==> src/rtl/mesh_term_injector.sv <==
// Per-terminal injection stage: validates host packets, buffers them in a FWFT FIFO
// and presents them to one mesh router terminal port, with sent/dropped counters.
module mesh_term_injector #(
  parameter int unsigned ROWS       = 4,
  parameter int unsigned COLUMS     = 4,
  parameter int unsigned pckg_sz    = 40,
  parameter int unsigned fifo_depth = 4,
  parameter logic [7:0]  bdcst      = 8'hFF
) (
  input  logic               clk,
  input  logic               reset,
  input  logic               push,
  input  logic [pckg_sz-1:0] data_in,
  output logic               full,
  output logic               pndng_i_in,
  output logic [pckg_sz-1:0] data_out_i_in,
  input  logic               popin,
  output logic [15:0]        sent_cnt,
  output logic [15:0]        drop_cnt,
  output logic               overflow
);

  localparam int unsigned PW = $clog2(fifo_depth);
  localparam int unsigned CW = $clog2(fifo_depth + 1);
  localparam logic [PW-1:0] LastIdx = PW'(fifo_depth - 1);
  localparam logic [CW-1:0] DepthC  = CW'(fifo_depth);
  localparam logic [3:0] RowLast = 4'(ROWS);
  localparam logic [3:0] RowEdge = 4'(ROWS + 1);
  localparam logic [3:0] ColLast = 4'(COLUMS);
  localparam logic [3:0] ColEdge = 4'(COLUMS + 1);

  logic [pckg_sz-1:0] r_mem [fifo_depth];
  logic [PW-1:0]      r_rd_ptr, r_wr_ptr;
  logic [CW-1:0]      r_count;
  logic [15:0]        r_sent, r_drop;
  logic               r_ovf;

  logic [3:0] w_row, w_col;
  logic       w_row_edge, w_col_edge, w_row_in, w_col_in;
  logic       w_valid, w_full, w_pop, w_push_acc, w_drop, w_lost;

  function automatic logic [PW-1:0] f_nxt(input logic [PW-1:0] p);
    return (p == LastIdx) ? '0 : p + 1'b1;
  endfunction

  assign w_row      = data_in[pckg_sz-9 -: 4];
  assign w_col      = data_in[pckg_sz-13 -: 4];
  assign w_row_edge = (w_row == 4'd0) || (w_row == RowEdge);
  assign w_col_edge = (w_col == 4'd0) || (w_col == ColEdge);
  assign w_row_in   = (w_row >= 4'd1) && (w_row <= RowLast);
  assign w_col_in   = (w_col >= 4'd1) && (w_col <= ColLast);
  // Terminals sit on exactly one edge of the mesh; corners have no router attached.
  assign w_valid    = ({w_row, w_col} == bdcst) || (w_row_edge && w_col_in) ||
                      (w_col_edge && w_row_in);

  assign w_full     = (r_count == DepthC);
  assign w_pop      = popin && (r_count != '0);
  assign w_push_acc = push && w_valid && (!w_full || popin);
  assign w_drop     = push && !w_valid;
  assign w_lost     = push && w_valid && w_full && !popin;

  assign full          = w_full;
  assign pndng_i_in    = (r_count != '0);
  assign data_out_i_in = pndng_i_in ? r_mem[r_rd_ptr] : '0;
  assign sent_cnt      = r_sent;
  assign drop_cnt      = r_drop;
  assign overflow      = r_ovf;

  always_ff @(posedge clk) begin
    if (reset && w_push_acc) begin
      r_mem[r_wr_ptr] <= {8'h00, data_in[pckg_sz-9:0]};
    end
  end

  always_ff @(posedge clk) begin
    if (!reset) begin
      r_rd_ptr <= '0;
      r_wr_ptr <= '0;
      r_count  <= '0;
      r_sent   <= '0;
      r_drop   <= '0;
      r_ovf    <= 1'b0;
    end else begin
      if (w_pop) begin
        r_rd_ptr <= f_nxt(r_rd_ptr);
        if (r_sent != 16'hFFFF) r_sent <= r_sent + 16'd1;
      end
      if (w_push_acc) r_wr_ptr <= f_nxt(r_wr_ptr);
      case ({w_push_acc, w_pop})
        2'b10:   r_count <= r_count + 1'b1;
        2'b01:   r_count <= r_count - 1'b1;
        default: r_count <= r_count;
      endcase
      if (w_drop && (r_drop != 16'hFFFF)) r_drop <= r_drop + 16'd1;
      if (w_lost) r_ovf <= 1'b1;
    end
  end

endmodule

==> config.mk <==
export PLATFORM = sky130hd
export DESIGN_NAME = mesh_term_injector
export DESIGN_NICKNAME = d
export VERILOG_FILES = /design/src/rtl/mesh_term_injector.sv
export SDC_FILE = /design/constraint.sdc
export NUM_CORES = 1
export LEC_CHECK = 0
export ABC_CLOCK_PERIOD_IN_PS = 3400
export CORE_ASPECT_RATIO = 1.2
export CORE_MARGIN = 2
export CORE_UTILIZATION = 53
export CTS_CLUSTER_DIAMETER = 40
export DETAILED_ROUTE_END_ITERATION = 16
export PLACE_DENSITY = 0.89
export SETUP_SLACK_MARGIN = 0.2
export SYNTH_ARGS = -nofsm -noshare
export SYNTH_HDL_FRONTEND = slang
export SYNTH_SLANG_ARGS = --single-unit
==> constraint.sdc <==
create_clock -name clk -period 3.4 [get_ports clk]
set_input_delay 0.68 -clock clk [delete_from_list [all_inputs] [get_ports clk]]
set_output_delay 0.68 -clock clk [all_outputs]
set_load 0.01 [all_outputs]
==> results.py <==
metrics = {
    "synth": {
        "yosys-top-cells-area": "edfxtp_1 (54%), dfxtp_1 (12%), mux4_2 (10%)",
        "ys_ff_latch": 170,
        "synth_flop_cell": "edfxtp_1",
        "synth_top_area_share_pct": 54.4,
        "synthCells": 470,
        "seq_area_frac_synth_pct": 66.3,
        "syn_area_um2": 7070,
        "async_flop_share_pct": 0,
        "ys_warn_count": 0,
        "synth.avg_cell_area_um2": 15.0,
        "synth.largest_area_cell": "edfxtp_1",
        "synth.distinct_cells": 50,
        "synth_edf_count": 128,
    },
    "layout": {
        "drive_above_1_share_pct": 15.5,
        "num-nets-final": 640,
        "diodes": 0,
        "syn_to_final_growth_pct": 27.5,
    },
    "route": {
        "ant_nets": 0,
        "detail_route.wirelength_um": 14200,
        "wire_per_inst_um": 18.4,
        "drtIter0Drc": 193,
        "detail_route.vias_per_cell": 5.68,
        "drc": 0,
        "vias": 4360,
        "dr.pass1.iters": 4,
    },
    "setup_path": {
        "crit_arrival_ps": 3270,
        "cp-end-kind": "flip-flop",
        "worstSetupPathType": "primary input to flip-flop",
        "crit_fanout": 8,
        "required_ps": 3740,
        "cp-start-kind": "primary input",
    },
    "pwr": {
        "p_switching_uw": 913,
        "p_int_uw": 3700,
        "clockPowerShare_pct": 44.6,
        "vdd_ir_drop_max_mv": 0.321,
        "switching_share_pct": 19.8,
        "seqPwrFrac_pct": 48.8,
        "power_density_nw_per_um2": 512,
        "comb_power_share_pct": 6.6,
        "power.total_uw": 4610,
        "leakagePower_uw": 0.00295,
    },
    "grt": {
        "overflow": 0,
        "antenna_found_initial": 0,
        "grt_start_max_net_pins": 35,
        "track_usage_pct": 21.0,
        "grt_pass1_wl_um": 22700,
        "grt_pass1_vias": 4526,
    },
    "place": {
        "numPortBuffers": 102,
        "routabilityCongestion": 0.789,
        "hpwl_um": 9010,
    },
    "cts": {
        "cts_buffer_depth": 2,
        "cts.clk_slew.worst_paths_ps": 60,
        "cts_tree": "built",
        "cts_hold_buf": 0,
        "htreeDepth": 4,
        "cts_buffers": 17,
        "cts-root-buf": "clkbuf_16",
        "cts_setup_buffers": 0,
        "clk_latency_ps": 410,
        "clkSinkCount": 170,
        "post_cts_resize_count": 0,
    },
    "timing": {
        "finalCritPeriodShare_pct": 86.1,
        "fmax_mhz": 342,
        "fin_crit_ps": 2930,
        "rsz0062_at_grt": "no",
        "report.final.slew_viol_count": 0,
        "relSlewSlack_pct": 56.6,
        "tightestPinTransition_ps": 643,
        "skew_ps": 10.0,
        "holdWs_ps": 484,
        "setup_violations": 0,
        "finalHoldViolations": 0,
        "tns_ps": 0,
    },
    "die": {
        "rows": 46,
        "start_util_pct": 53.9,
        "boundaryPins": 119,
        "core_um2": 13100,
        "dieArea_um2": 14300,
        "fp.dieH_um": 131,
        "die_w_um": 109,
    },
    "status": {
        "status": "finished clean",
    },
    "hold_path": {
        "hold_class": "flip-flop to flip-flop",
    },
    "run": {
        "cap_violations": 0,
    },
}
## through the flow
step,std cells,utilization [%],area [um^2],setup WS (ps)
floorplan,477,-,7100,746
CTS,768,68.7,9010,443
finish,768,68.7,9010,472
global placement,736,63.6,8350,200
global route,768,68.7,9010,350
detailed placement,736,63.6,8350,61.7
## Yosys cell counts (all sizes together) (2+ instances only)
cell type / count
buf: 18
xor2: 2
nand4: 15
mux4: 32
clkbuf: 9
and2: 36
a31oi: 2
nor4: 3
o21ai: 12
edfxtp: 128
nor2: 18
dfxtp: 42
ha: 8
a21oi: 19
xnor2: 8
and3: 2
inv: 9
o31ai: 7
a211oi: 3
nand2: 24
or4: 8
and4: 2
mux2i: 8
o21a: 4
nor3: 11
nand3: 10
or3: 9
nand2b: 7
## critical path: stages
cell	delay (ps)
clkdlybuf4s50_1	540
or3_1	350
nand4_1	130
nand3_1	150
nand3b_1	150
ha_1	210
inv_1	80
fa_1	370
xor2_1	150
or3_1	310
a21oi_1	150
## per-layer routing
| metal | vias to the layer above | part of all wire [%] | global-route usage (%) | routed length, um |
|---|---|---|---|---|
| li1 | 2028 | - | - | - |
| met1 | 2164 | 39 | 25.3 | 5580 |
| met2 | 151 | 53 | 36.8 | 7460 |
| met3 | 17 | 6.6 | 5.16 | 935 |
| met4 | 0 | 1.3 | 7.45 | 186 |
| met5 | - | 0 | 0 | 0 |
## flip-flops by register name (all words and copies together) (netlist names), named ones only
signal	flops
sent_cnt	16
r_count	3
r_wr_ptr	2
r_mem	128
drop_cnt	16
overflow	1
r_rd_ptr	2
## path summary, 6_finish.rpt
| path | to | start | cells after the start | slack, ps |
|---|---|---|---|---|
| worst max-delay path | r_count[2] | data_in[26] | 11 | 470 |
| worst min-delay path | flip-flop | r_rd_ptr[1] | 2 | 480 |
| worst max register to register | r_count[2] | r_count[0] | 10 | 770 |
| worst min register to register | flip-flop | r_rd_ptr[1] | 2 | 480 |
## final cells by class
cell class / count / area (um^2)
Fill cell: 902 / 4110
Multi-Input combinational cell: 270 / 2220
Clock inverter: 6 / 66.3
Timing Repair Buffer: 119 / 1200
Inverter: 9 / 33.8
Clock buffer: 26 / 597
Tap cell: 168 / 210
Sequential cell: 170 / 4690
## power groups by stage
stage          Clock, uW  Sequential, uW  Combinational [uW]
4_1_cts             2090            2250                 310
2_1_floorplan          0            2290                 153
6_report            2060            2250                 305
3_5_place_dp           0            2290                 309
3_3_place_gp           0            2290                 298
5_1_grt             2170            2250                 334
## cells by family after synthesis
kind of cell / after synthesis / share of synthesized area, %
other: 1 / 0.0530
AND/OR/NAND/NOR: 150 / 12.0
XOR/XNOR: 10 / 1.24
buffers and inverters: 37 / 2.76
adder cells (fa/ha/maj): 9 / 1.70
multiplexers: 40 / 11.3
flip-flops: 170 / 66.3
AO/OA/AOI/OAI: 53 / 4.62
## cells in the final DEF, fill, tap and decap left out, drive strengths merged, types with 2 or more instances in the layout
cell / instances
nor2: 18
nor3: 11
xnor2: 8
o21ai: 12
nand2: 24
and3: 2
mux4: 32
nand2b: 7
inv: 9
or4: 8
nor4: 3
clkbuf: 26
or3: 9
clkdlybuf4s50: 102
nand3: 10
edfxtp: 128
a31oi: 2
o21a: 4
a211oi: 3
buf: 17
conb: 8
a21oi: 19
clkinv: 5
dfxtp: 42
mux2i: 8
and2: 36
nand4: 15
xor2: 2
ha: 8
and4: 2
o31ai: 7
(Power assumes the default switching activity.)
==> variant 1, RTL diff (same settings) <==
Change the parameter `fifo_depth` from 4 to 8.
--- a/src/rtl/mesh_term_injector.sv
+++ b/src/rtl/mesh_term_injector.sv
@@ -4,7 +4,7 @@
   parameter int unsigned ROWS       = 4,
   parameter int unsigned COLUMS     = 4,
   parameter int unsigned pckg_sz    = 40,
-  parameter int unsigned fifo_depth = 4,
+  parameter int unsigned fifo_depth = 8,
   parameter logic [7:0]  bdcst      = 8'hFF
 ) (
   input  logic               clk,
Check against the original RTL: no difference found for any inputs over 4 cycles, from zero or initial values and one cycle with reset low; that may be too few to reach the edited logic, so the function may still have changed.
==> variant 1 against the unedited design <==
- sequential cell count is 132 higher
- critical endpoint is now data_out_i_in[5]
- wire length is 87% higher
- count of clock-buffer cells in the layout is 18 higher
- critical path type is now register to output pin
- synthesized area is 72% higher
- die area is 69% higher
- final area is 68% higher
- total power is 78% higher
- setup slack worse by 0.22 ns
==> variant 1: results (changes against the unedited design) <==
Worst Hold Class -> register to register
CTS buffer count -> 35 (+18)
Outcome -> finished clean
Final Skew -> 0.01561 ns (+0.005601 ns)
Root buf cell -> clkbuf_16
DP HPWL -> 15230 um (+69%)
# diodes -> 0 (unchanged)
Synth cell types -> 50 (unchanged)
Compound-cell area share of the yosys netlist -> 2.760% (-1.9 points)
CP arrival -> 2.46 ns (-0.81 ns)
Post-Synth Adder-Cell Area -> 1.092% (-0.61 points)
Iteration-0 DRC Markers -> 435 (+130%)
Placed Area -> 13880 um^2 (+66%)
Initial antenna violation count -> 1 (+1)
Number of global-route vias before repair -> 7179 (+59%)
XOR/XNOR share of the synthesized area -> 1.081% (-0.16 points)
Tot GR Track Use -> 22.27% (+1.3 points)
Fin cells -> 1158 (+51%)
Deepest clock path buffer count -> 3 (+1)
Most flops, register -> r_mem
First-pass GRT wire length -> 40230 um (+77%)
CP max FO -> 14 (+6)
PortBufs -> 102 (unchanged)
Mapped Cells -> 702 (+49%)
Share of cells above drive strength 1 -> 21.05% (+5.5 points)
FILL cells -> 1399 (+55%)
EDFF count, synth -> 256 (+100%)
DP Cell Count -> 1091 (+48%)
Final net count -> 908 (+42%)
Largest net degree at the start of global routing -> 65 (+86%)
Vias per cell -> 5.986 (+5.4%)
Worst-Skew Late Latency -> 0.51 ns (+0.10 ns)
Reg clk slew, reported paths -> 0.06 ns (about the same)
Routability congestion estimate -> 0.8263 (+4.7%)
IR drop worst, VDD -> 0.3510 mV (+9.5%)
Ys flop type -> edfxtp_1
Share of flip-flops with an asynchronous set or reset -> 0% (unchanged)
Ys Warns -> 0 (unchanged)
Multiplexer share of the synthesized area -> 15.24% (+3.9 points)
Commonest cells post-synth -> 256 x edfxtp_1, 64 x mux4_2, 54 x nor2_1, 46 x dfxtp_1, 41 x mux2i_1
Slew margin rel. -> 43.11% (-13 points)
Seq/Total Area, Yosys -> 70.86% (+4.6 points)
Pre-antenna DRT Iters -> 4 (unchanged)
CTS H-tree lvls -> 2 (-2)
Drt total wl -> 26400 um (+87%)
Leak Pwr -> 4.996 nW (+69%)
Internal Pwr Total -> 0.006468 W (+75%)
Area contributors post-synth -> edfxtp_1 63%, mux4_2 12%, dfxtp_1 7.6%
Max FFs per register -> 256 (+100%)
variant 1: cell type report:
class / instances / area, um^2 / area share [%]
clock buffers: 44 / 962.2 / 6.347
clock inverters: 18 / 182.7 / 1.205
inverters: 12 / 45.04 / 0.2971
multi-input cells: 355 / 3457 / 22.80
flip-flops and latches: 302 / 8615 / 56.83
well taps: 279 / 349.1 / 2.303
repair buffers: 148 / 1549 / 10.22
variant 1: metrics by stage:
| step | util (%) | worst slack (ns) |
|---|---|---|
| final | 67.54 | 0.2565 |
| after global routing | 67.54 | 0.1980 |
| after CTS | 67.35 | 0.1977 |
| after detailed placement | 61.85 | -0.008059 |
| after global placement | 61.85 | 0.01601 |
| after floorplan | - | -0.4404 |
variant 1: cells by family (layout without fill, tap and decap cells):
kind of cell,Yosys count,in the layout
flip-flops,302,302
AND/OR/NAND/NOR,165,165
multiplexers,105,105
AO/OA/AOI/OAI,52,52
buffers and inverters,52,222
XOR/XNOR,15,15
adder cells (fa/ha/maj),10,10
other,1,8
variant 1: critical path: stages (launching register included):
cell             delay (ns)
dfxtp_4                0.37
buf_12                 0.13
buf_12                 0.17
mux4_2                 0.56
mux2i_1                0.16
nor2_1                 0.07
clkdlybuf4s50_1        0.50
variant 1: what timing repair did:
action / in CTS / in global routing
endpoints found under the setup margin: 30 / 16
buffers inserted: 5 / 0
endpoints found under the hold margin: 0 / 0
resized for setup: 3 / 14
variant 1: metal layers:
metal / routed length (um) / vias up / global-route usage, % / share of wire [%]
met5: 13 / - / 0 / 0.049
met4: 629 / 2 / 7.391 / 2.4
met3: 1719 / 46 / 4.192 / 6.5
met2: 13740 / 266 / 39.72 / 52
met1: 10290 / 3532 / 27.44 / 39
li1: - / 3086 / - / -
variant 1: power groups by stage:
stage               registers (W)  logic (W)  clock network, W
floorplan                 0.00411   0.000248                 0
global placement          0.00413   0.000452                 0
detailed placement        0.00413   0.000468                 0
CTS                       0.00404   0.000508           0.00370
global route              0.00404   0.000543           0.00384
finish                    0.00404   0.000502           0.00366
variant 1: final timing paths:
path / endpoint / depth (start not counted) / slack [ns] / startpoint
max: data_out_i_in[5] / 6 / 0.26 / register
min: register / 2 / 0.47 / r_rd_ptr[1]
max reg2reg: r_count[3] / 10 / 0.73 / r_count[0]
min reg2reg: register / 2 / 0.47 / r_rd_ptr[1]
==> variant 2, RTL diff (config.mk and constraints unchanged) <==
Without the edit above. Make the reset (`reset`) asynchronous in one clocked block.
--- a/src/rtl/mesh_term_injector.sv
+++ b/src/rtl/mesh_term_injector.sv
@@ -72,7 +72,7 @@
     end
   end
 
-  always_ff @(posedge clk) begin
+  always_ff @(posedge clk or negedge reset) begin
     if (!reset) begin
       r_rd_ptr <= '0;
       r_wr_ptr <= '0;
Check against the original RTL: differs if reset is asserted again (counterexample within 4 cycles, from zero or initial values and one cycle with reset low); with reset held inactive, the same outputs for 4 cycles.
==> variant 2 against the unedited design <==
- synthesized area is 1.8% lower
- global-route usage is 1.6 points lower
- cell count is 9.0% lower
- sequential cell count is 2 lower
- final area is 2.5% lower
- worst hold slack worse by 0.10 ns
- wire length is 9.3% lower
- setup slack worse by 0.11 ns
- largest cell class unchanged
- highest routed layer unchanged
Power is not compared: it rests on default switching activity, and its combinational part moved more than twofold at a synthesized area within 25%.
==> variant 2: results (changes against the unedited design) <==
Number of global-route vias before repair -> 4113 (-9.1%)
Post-Synth Adder-Cell Area -> 1.730% (+0.031 points)
M1 WL -> 5106 um (-8.4%)
Tot GR Track Use -> 19.36% (-1.6 points)
Clock sinks -> 168 (-1.2%)
Reg area -> 4846 um^2 (+3.4%)
Multiplexer share of the synthesized area -> 11.34% (about the same)
CLK BUF -> 20 (-23%)
Compound-cell area share of the yosys netlist -> 0.6488% (-4.0 points)
Final Skew -> 0.01191 ns (+0.001900 ns)
Area of the multi-input gates -> 1966 um^2 (-11%)
Signal buf overhead -> 13.12% (-0.18 points)
Routability congestion estimate -> 0.8221 (+4.2%)
FILL cells -> 835 (-7.4%)
Final net count -> 575 (-10%)
Bufs w/o clock -> 112 (-5.9%)
Inverters -> 11 (+2)
CP arrival -> 2.36 ns (-0.91 ns)
CTS resizes -> 1 (+1)
Multi-input gates -> 212 (-21%)
Met3 Routed Length -> 777 um (-17%)
Outcome -> finished clean
Area contributors post-synth -> edfxtp_1 55%, dfrtp_1 14%, mux4_2 10%
Met2 usage in global routing -> 34.30% (-2.5 points)
Commonest cells post-synth -> 128 x edfxtp_1, 40 x dfrtp_1, 32 x and2_1, 32 x mux4_2, 20 x xor2_1
DP HPWL -> 8179 um (-9.2%)
Slew margin rel. -> 57.15% (+0.57 points)
[variant 2: cell count changes after synthesis, moves of 7 or more]
cell and delta:
a21oi_1 -18, and3_1 +7, dfrtp_1 +40, dfxtp_1 -42, mux2i_1 -7, nand2_1 -12
nand2b_1 -7, nor2_1 -7, o21ai_0 -11, o31ai_1 -7, or3_1 -7, xnor2_1 +7
xor2_1 +18
[variant 2: path summary, 6_finish.rpt]
| kind | startpoint | slack [ns] | cells after the start | endpoint |
|---|---|---|---|---|
| max in group asynchronous | reset | 2.66 | 2 | r_rd_ptr[0] |
| worst min-delay path | reset | 0.38 | 2 | drop_cnt[10] |
| worst max-delay path | r_count[0] | 0.36 | 3 | data_out_i_in[31] |
| min in group clk | overflow | 0.48 | 1 | overflow |
| worst min register to register | overflow | 0.48 | 1 | overflow |
| worst max register to register | r_count[0] | 0.88 | 9 | r_count[2] |
[variant 2: worst register-to-register path, cell delays in order (launching register included)]
cell and delay, ns:
dfrtp_1 0.40, or3_2 0.79, nand2_1 0.31, inv_1 0.07, ha_1 0.23, inv_1 0.08, fa_1 0.17, xor2_1 0.15
nor2_1 0.07, xor2_1 0.14
[variant 2: cell families (layout without fill, tap and decap cells)]
family,after synthesis,count (layout)
flip-flops,168,168
AND/OR/NAND/NOR,116,116
multiplexers,38,38
XOR/XNOR,35,35
buffers and inverters,33,155
adder cells (fa/ha/maj),9,9
AO/OA/AOI/OAI,6,6
other,1,8
[variant 2: metrics by stage]
stage / cells / setup slack [ns] / instance area, um^2
final: 699 / 0.3580 / 8791
after global routing: 699 / 0.2672 / 8791
after CTS: 699 / 0.3298 / 8791
after detailed placement: 667 / 0.08261 / 8210
after global placement: 667 / 0.2557 / 8210
after floorplan: 413 / 0.4662 / 6969
